`config.mk`:
```
export PLATFORM = sky130hd
export DESIGN_NAME = cap_sort_scheduler
export DESIGN_NICKNAME = d
export VERILOG_FILES = /design/src/rtl/cap_sort_scheduler.sv
export SDC_FILE = /design/constraint.sdc
export NUM_CORES = 1
export LEC_CHECK = 0
export ABC_CLOCK_PERIOD_IN_PS = 5500
export CAP_MARGIN = 10
export CELL_PAD_IN_SITES_DETAIL_PLACEMENT = 2
export CELL_PAD_IN_SITES_GLOBAL_PLACEMENT = 2
export CORE_ASPECT_RATIO = 2
export CORE_UTILIZATION = 40
export DETAILED_ROUTE_END_ITERATION = 6
export GPL_ROUTABILITY_DRIVEN = 0
export GPL_TIMING_DRIVEN = 0
export PLACE_DENSITY = 0.89
export SLEW_MARGIN = 20
export SYNTH_ARGS = -nofsm -noshare
export SYNTH_HDL_FRONTEND = slang
export SYNTH_SLANG_ARGS = --single-unit
```
`constraint.sdc`:
```
create_clock -name clk -period 5.5 [get_ports clk]
set_input_delay 1.1 -clock clk [delete_from_list [all_inputs] [get_ports clk]]
set_output_delay 1.1 -clock clk [all_outputs]
set_load 0.02 [all_outputs]
```
`src/rtl/cap_sort_scheduler.sv`:
```
// Ranks N capacitor voltages (IEEE-754 single) by magnitude using a fixed-length bubble sort
// that permutes an index array, one compare per cycle.
module cap_sort_scheduler #(
  parameter int unsigned N     = 8,
  parameter int unsigned IDX_W = 3
) (
  input  logic             clk,
  input  logic             rst_n,
  input  logic             wr_en,
  input  logic [IDX_W-1:0] wr_addr,
  input  logic [31:0]      wr_data,
  input  logic             start,
  input  logic [IDX_W-1:0] rank_addr,
  output logic [IDX_W-1:0] rank_idx,
  output logic             busy,
  output logic             done,
  output logic [5:0]       swap_cnt
);

  typedef enum logic [1:0] {StIdle, StInit, StCompare, StDone} state_e;

  localparam logic [IDX_W-1:0] LastPass = IDX_W'(N - 2);

  state_e           state_q;
  logic [31:0]      volt_q [N];
  logic [IDX_W-1:0] idx_q  [N];
  logic [IDX_W-1:0] pass_q;
  logic [IDX_W-1:0] j_q;
  logic [IDX_W-1:0] j_nxt;
  logic [IDX_W-1:0] j_last;
  logic [5:0]       swap_cnt_q;
  logic [30:0]      mag_lo;
  logic [30:0]      mag_hi;
  logic             swap;

  // Exponent sits above mantissa, so an unsigned compare of bits [30:0] orders by magnitude.
  always_comb begin
    j_nxt  = j_q + 1'b1;
    j_last = LastPass - pass_q;
    mag_lo = volt_q[idx_q[j_q]][30:0];
    mag_hi = volt_q[idx_q[j_nxt]][30:0];
    swap   = mag_hi < mag_lo;
  end

  always_ff @(posedge clk or negedge rst_n) begin
    if (!rst_n) begin
      state_q    <= StIdle;
      pass_q     <= '0;
      j_q        <= '0;
      swap_cnt_q <= '0;
      for (int k = 0; k < N; k++) begin
        volt_q[k] <= '0;
        idx_q[k]  <= IDX_W'(k);
      end
    end else begin
      case (state_q)
        StIdle: begin
          if (wr_en) volt_q[wr_addr] <= wr_data;
          if (start) state_q <= StInit;
        end
        StInit: begin
          for (int k = 0; k < N; k++) idx_q[k] <= IDX_W'(k);
          swap_cnt_q <= '0;
          pass_q     <= '0;
          j_q        <= '0;
          state_q    <= StCompare;
        end
        StCompare: begin
          if (swap) begin
            idx_q[j_q]   <= idx_q[j_nxt];
            idx_q[j_nxt] <= idx_q[j_q];
            swap_cnt_q   <= swap_cnt_q + 6'd1;
          end
          // No early exit: every pass runs to completion so latency is data-independent.
          if (j_q == j_last) begin
            j_q <= '0;
            if (pass_q == LastPass) state_q <= StDone;
            else                    pass_q  <= pass_q + 1'b1;
          end else begin
            j_q <= j_nxt;
          end
        end
        StDone:  state_q <= StIdle;
        default: state_q <= StIdle;
      endcase
    end
  end

  assign rank_idx = idx_q[rank_addr];
  assign busy     = (state_q != StIdle);
  assign done     = (state_q == StDone);
  assign swap_cnt = swap_cnt_q;

endmodule

```
Word level (Yosys, flattened, before mapping)
Index checks and enable logic that the tools add are counted.
W data, S select, Z words.
Storage, ports and cells
  bits in registers: 294
  bits of input ports: 42
  output and inout bits: 11
  logic and storage cells: 97
Cells by class
  add/sub/neg operators: 4
  order comparisons: 10
  equal/unequal tests: 10
  mux-type cells: 37
  bitwise operators: 6
  reduce and logical (&&, ||, !) cells: 10
Operator list (count)
  $bwmux W256: 1
  $bmux W32 S3: 2
  $mux W31: 4
  $demux W32 S3: 1
  $bwmux W24: 2
  $pmux W24 S2: 1
  $mux W3: 11
  $mux W32: 1
  $lt A31 B31 Y1: 1
  $bmux W3 S3: 3
  $ge A4 B4 Y1 const B: 6
  $mux W24: 1
  $not A3 Y4: 6
  $demux W3 S3: 2
  $lt A4 B1 Y1 const B: 3
  $pmux W3 S2: 2
  $pmux W6 S2: 1
  $ne A2 B2 Y1 const B: 5
  $pmux W2 S4: 1
  $add A3 B1 Y3 const B: 2
  $add A6 B1 Y6 const B: 1
  $mux W2: 3
  $mux W6: 1
  $reduce_and A3 Y1: 2
  9 further kinds: 14

Depth between registers and ports, before layout
  depth in word-level cells: 12
  gate-level depth with buffers: 26

Least setup slack after synthesis
OpenSTA, ideal clock, no wires.
  path type: reg-to-reg
  from: reg j_q[1]
  to: reg idx_q[22] (netlist name)
  arrival time: 4.918 ns
  data required time: 5.368 ns
  path slack: 0.450 ns
  cell stages (with the launch flop): 25
  path buffers: 7
  period minus slack after synthesis: 5.050 ns
  path through: dfrtp_1 -> ha_1 -> clkbuf_1 -> buf_1 -> mux4_2 -> nand2_1 -> and2_1 -> clkbuf_1 -> clkbuf_1 -> clkbuf_1 -> nand2_1 -> nand3_1 -> nand2_1 -> o21ai_0 -> ha_1 -> or3_1 -> o2111ai_1 -> nand4b_1 -> nor3_1 -> nand4_1 -> o21a_1 -> buf_6 -> buf_6 -> a22oi_2 -> o22ai_1
On the way
  cells in the longest elaborated chain, start to end: 12
Ends and longest elaborated chain
  start: declaration: RTL line 28  | logic [IDX_W-1:0] j_q;
  start signal: assignment: RTL line 80  | j_q <= j_nxt;
  $add A3 B1 Y3: RTL line 38  | j_nxt = j_q + 1'b1;
  $not A3 Y4 (implied by the code): RTL line 41, 70, 71
  $bmux W3 S3: RTL line 41, 70
  $mux W3 (implied by the code) (2 in series): RTL line 41, 70
  $not A3 Y4 (implied by the code): RTL line 41  | mag_hi = volt_q[idx_q[j_nxt]][30:0];
  $bmux W32 S3: RTL line 41
  $mux W31 (implied by the code) (2 in series): RTL line 41
  $lt A31 B31 Y1: RTL line 42  | swap = mag_hi < mag_lo;
  $ne A2 B2 Y1 (no line)
  $reduce_and A2 Y1 (no line)
  end signal: indexed assignment: RTL line 53  | idx_q[k] <= IDX_W'(k);
  end signal: indexed assignment: RTL line 70  | idx_q[j_q] <= idx_q[j_nxt];
  end signal: indexed assignment: RTL line 71  | idx_q[j_nxt] <= idx_q[j_q];
  end: declaration: RTL line 26  | logic [IDX_W-1:0] idx_q [N];
Several ways; a longest one is shown, not always the timed one. The select of a mux whose other input is x is not followed.
A chain may end at the register's enable or synchronous reset.

Worst setup path in the final report
  from: reg j_q[1]
  to: reg swap_cnt_q[1], in the netlist swap_cnt[1]
On the way
  cells in the longest elaborated chain, start to end: 12
Ends and longest elaborated chain
  $add A3 B1 Y3: RTL line 38
  $not A3 Y4 (implied by the code): RTL line 41
  $bmux W3 S3: RTL line 41
  $mux W3 (implied by the code) (2 in series): RTL line 41
  $not A3 Y4 (implied by the code): RTL line 41
  $bmux W32 S3: RTL line 41
  $mux W31 (implied by the code) (2 in series): RTL line 41
  $lt A31 B31 Y1 (*): RTL line 42
  $ne A2 B2 Y1 (no line) (*)
  $reduce_and A2 Y1 (no line) (*)
  end signal: assignment: RTL line 72  | swap_cnt_q <= swap_cnt_q + 6'd1;
  end: declaration: RTL line 31  | logic [5:0] swap_cnt_q;
Mark *: on every way between the ends. The rest lies on a longest branch, timed or not. The select of a mux whose other input is x is not followed.

==> metrics.txt <==
status finished with violations; failing checks setup timing; DR WL/cell 44.6 µm; reg2reg end swap_cnt[1]$_DFFE_PN0P_; post-synthesis cell area 0.0172 mm²; core box area 0.0424 mm²; Syn Nets 1982; HP Class in2async; cts bufs inserted 28; die height 295 µm; kind of critical path reg2reg; DR iter-0 viols 2540; Top Ports 53; Fmax 149 MHz; Crit path required time 6.05 ns; final net count 2122; critical path launch point type register; largest net degree at the start of global routing 93; worst setup margin -1.20 ns; post-synthesis cell type count 66; Post-synth top flop dfrtp_1; Worst-Skew Late Latency 0.66 ns; Seq/Total Area, Yosys 41.8%; flop2flop setup slack -1.20 ns; initial core utilization 40.4%; total routed wirelength 116000 µm; Clock Skews 0.0265 ns; H-tree depth 1; all-layer global routing usage 44.9%; final non-filler cell total 2607; Worst-path clk slew 0.07 ns; Overflow after GRT 0; slew margin rel. 10.7%; fin crit period 6.70 ns; CP max FO 10; crit share post-route 122%; Reg2Reg Depth 25; Worst R2R Start j_q[1]$_DFFE_PN0P_; CTS max path bufs 3; total negative setup slack -32.28 ns; highest-delay cell along the critical path a311oi_1; Die Width 148 µm; Avg Vias per Cell 7.55; count leader, synth nand2_1; CP most frequent cell buf_6; Max-cap violations 0; first-pass GRT wire length 141000 µm; placed cell count 2498; layout cells sized above 1 28.3%; Detail Placement HPWL 55700 µm; Setup-failing EPs final 30; ranking of synthesized cells by area dfrtp_1, mux2_2, nand2_1; row count 107; number of global-route vias before repair 20500; max incr delay on CP 1.07 ns; average cell area after synthesis 9.03 µm²; synthesis-to-finish area growth 23.2%; Yosys warning count 0; Port Buf Inserts 50; Yosys reg bits 286; Gate Count Post-Synth 1900; drc violations 0; WP data arrival 7.26 ns; CP delay by family, top compound AO/OA/AOI/OAI gates; synth cell count leaders nand2_1, dfrtp_1, mux2_2; Synth area leader dfrtp_1; initial antenna violation count 10; DRT antenna net count 0; CTS sink count 286; setup repair after global routing missed its margin yes; share of the synthesized area in the top cell type 40.0%; actual slew at the worst max-slew pin 1.34 ns; CTS tree built; Max Slew Vio Count 0; Post-synth EDFFs 0; Hold Vio Cnt, Final 0; DR vias 19700; Post-synth ARST share 100%; # fillers 4340; crit end category register; total die area 0.0438 mm²; CP Buf/Inv Count 10; root buffer cell clkbuf_16; Pre-antenna DRT Iters 6
per-layer routing:
layer	up-vias	part of all wire [%]	global-route usage (%)
li1	6949	-	-
met1	9676	31	46.7
met2	2029	45	73.6
met3	1012	12	12.0
met4	12	12	40.5
met5	-	0.075	0
worst register-to-register path, delay by kind of cell, from the launching register on:
kind | cells | cell delay (ns)
AOI/OAI and AO/OA | 7 | 2.49
adders and majority gates | 1 | 0.50
buffers and inverters | 10 | 2.02
DFF | 1 | 0.49
and+or+nand+nor | 7 | 1.15
how the worst max path moves through the flow:
stage	from	to	slack (ns)	cells past startpoint
CTS	j_q[0]$_DFFE_PN0P_	idx_q[3]$_DFFE_PN0P_	0.002	22
detailed placement	j_q[1]$_DFFE_PN0P_	idx_q[3]$_DFFE_PN0P_	-2.33	25
finish	j_q[1]$_DFFE_PN0P_	swap_cnt[1]$_DFFE_PN0P_	-1.20	25
global route	j_q[0]$_DFFE_PN0P_	idx_q[0]$_DFFE_PN1P_	-1.11	24
global placement	rst_n	volt_q[173]$_DFFE_PN0P_	-9.13	1
floorplan	j_q[1]$_DFFE_PN0P_	idx_q[22]$_DFFE_PN0P_	0.45	24
area by class of cell:
| cell class | instances | area, µm² | area share, % |
|---|---|---|---|
| sequential | 286 | 7170 | 33.9 |
| clock buffer | 41 | 811 | 3.83 |
| multi-input combinational | 1450 | 9920 | 46.9 |
| tap | 545 | 682 | 3.22 |
| timing repair buffer | 111 | 1190 | 5.64 |
| buffer | 140 | 1150 | 5.43 |
| antenna | 1 | 2.50 | 0.0118 |
| inverter | 23 | 86.3 | 0.408 |
| clock inverter | 10 | 129 | 0.609 |
metrics by stage:
step           instance area, µm²  setup WS, ns  util, %  hold WS [ns]
2_1_floorplan               17200         0.450        -         0.449
3_3_place_gp                18300         -9.13     43.2         0.481
3_5_place_dp                18400         -2.33     43.4         0.495
4_1_cts                     19900       0.00187     46.9         0.443
5_1_grt                     21100         -1.11     49.8         0.421
6_report                    21100         -1.20     49.8         0.394
registers in the layout, summed over array words and instances (netlist names):
register / flops
idx_q: 24
j_q: 3
pass_q: 3
volt_q: 248
state_q: 2
swap_cnt: 6
placed cells by master (no fill, tap or decap), types with 14 or more instances in the layout:
cell and n:
clkbuf_1 40, buf_6 16, mux2_2 255, buf_4 58, clkbuf_16 35, clkbuf_2 23, and3_1 28, clkbuf_4 16
dfrtp_1 272, a311oi_2 14, mux4_2 14, clkdlybuf4s50_1 49, nor2_1 46, buf_12 20, ha_1 35, a31oi_1 33
inv_1 23, nand3_2 14, nand2_1 541, a311oi_1 17, nand3_1 212, o21ai_0 40
cell families (layout without fill, tap and decap cells):
logic type                 after synthesis  after routing  synth area share, %
other                                    0              1                    0
DFF                                    286            286                 41.8
muxes                                  285            285                 19.7
buffers and inverters                  164            325                 3.93
adders and majority gates               40             40                 2.92
AOI/OAI and AO/OA                      207            207                 8.23
and+or+nand+nor                        910            910                 23.0
xor gates and xnor gates                 8              8                0.452
timing repair:
| action | 4_1_cts | 5_1_grt |
|---|---|---|
| endpoints found under the setup margin | 30 | 30 |
| setup buffers | 10 | 43 |
| hold buffers | 0 | 0 |
| hold endpoints to repair | 0 | 0 |
| pin swaps | 9 | 44 |
| gates cloned | 0 | 5 |
| resized for setup | 160 | 263 |
Power is not shown: default switching activity piles up to over one toggle a cycle in this logic, so the estimate is an artifact.
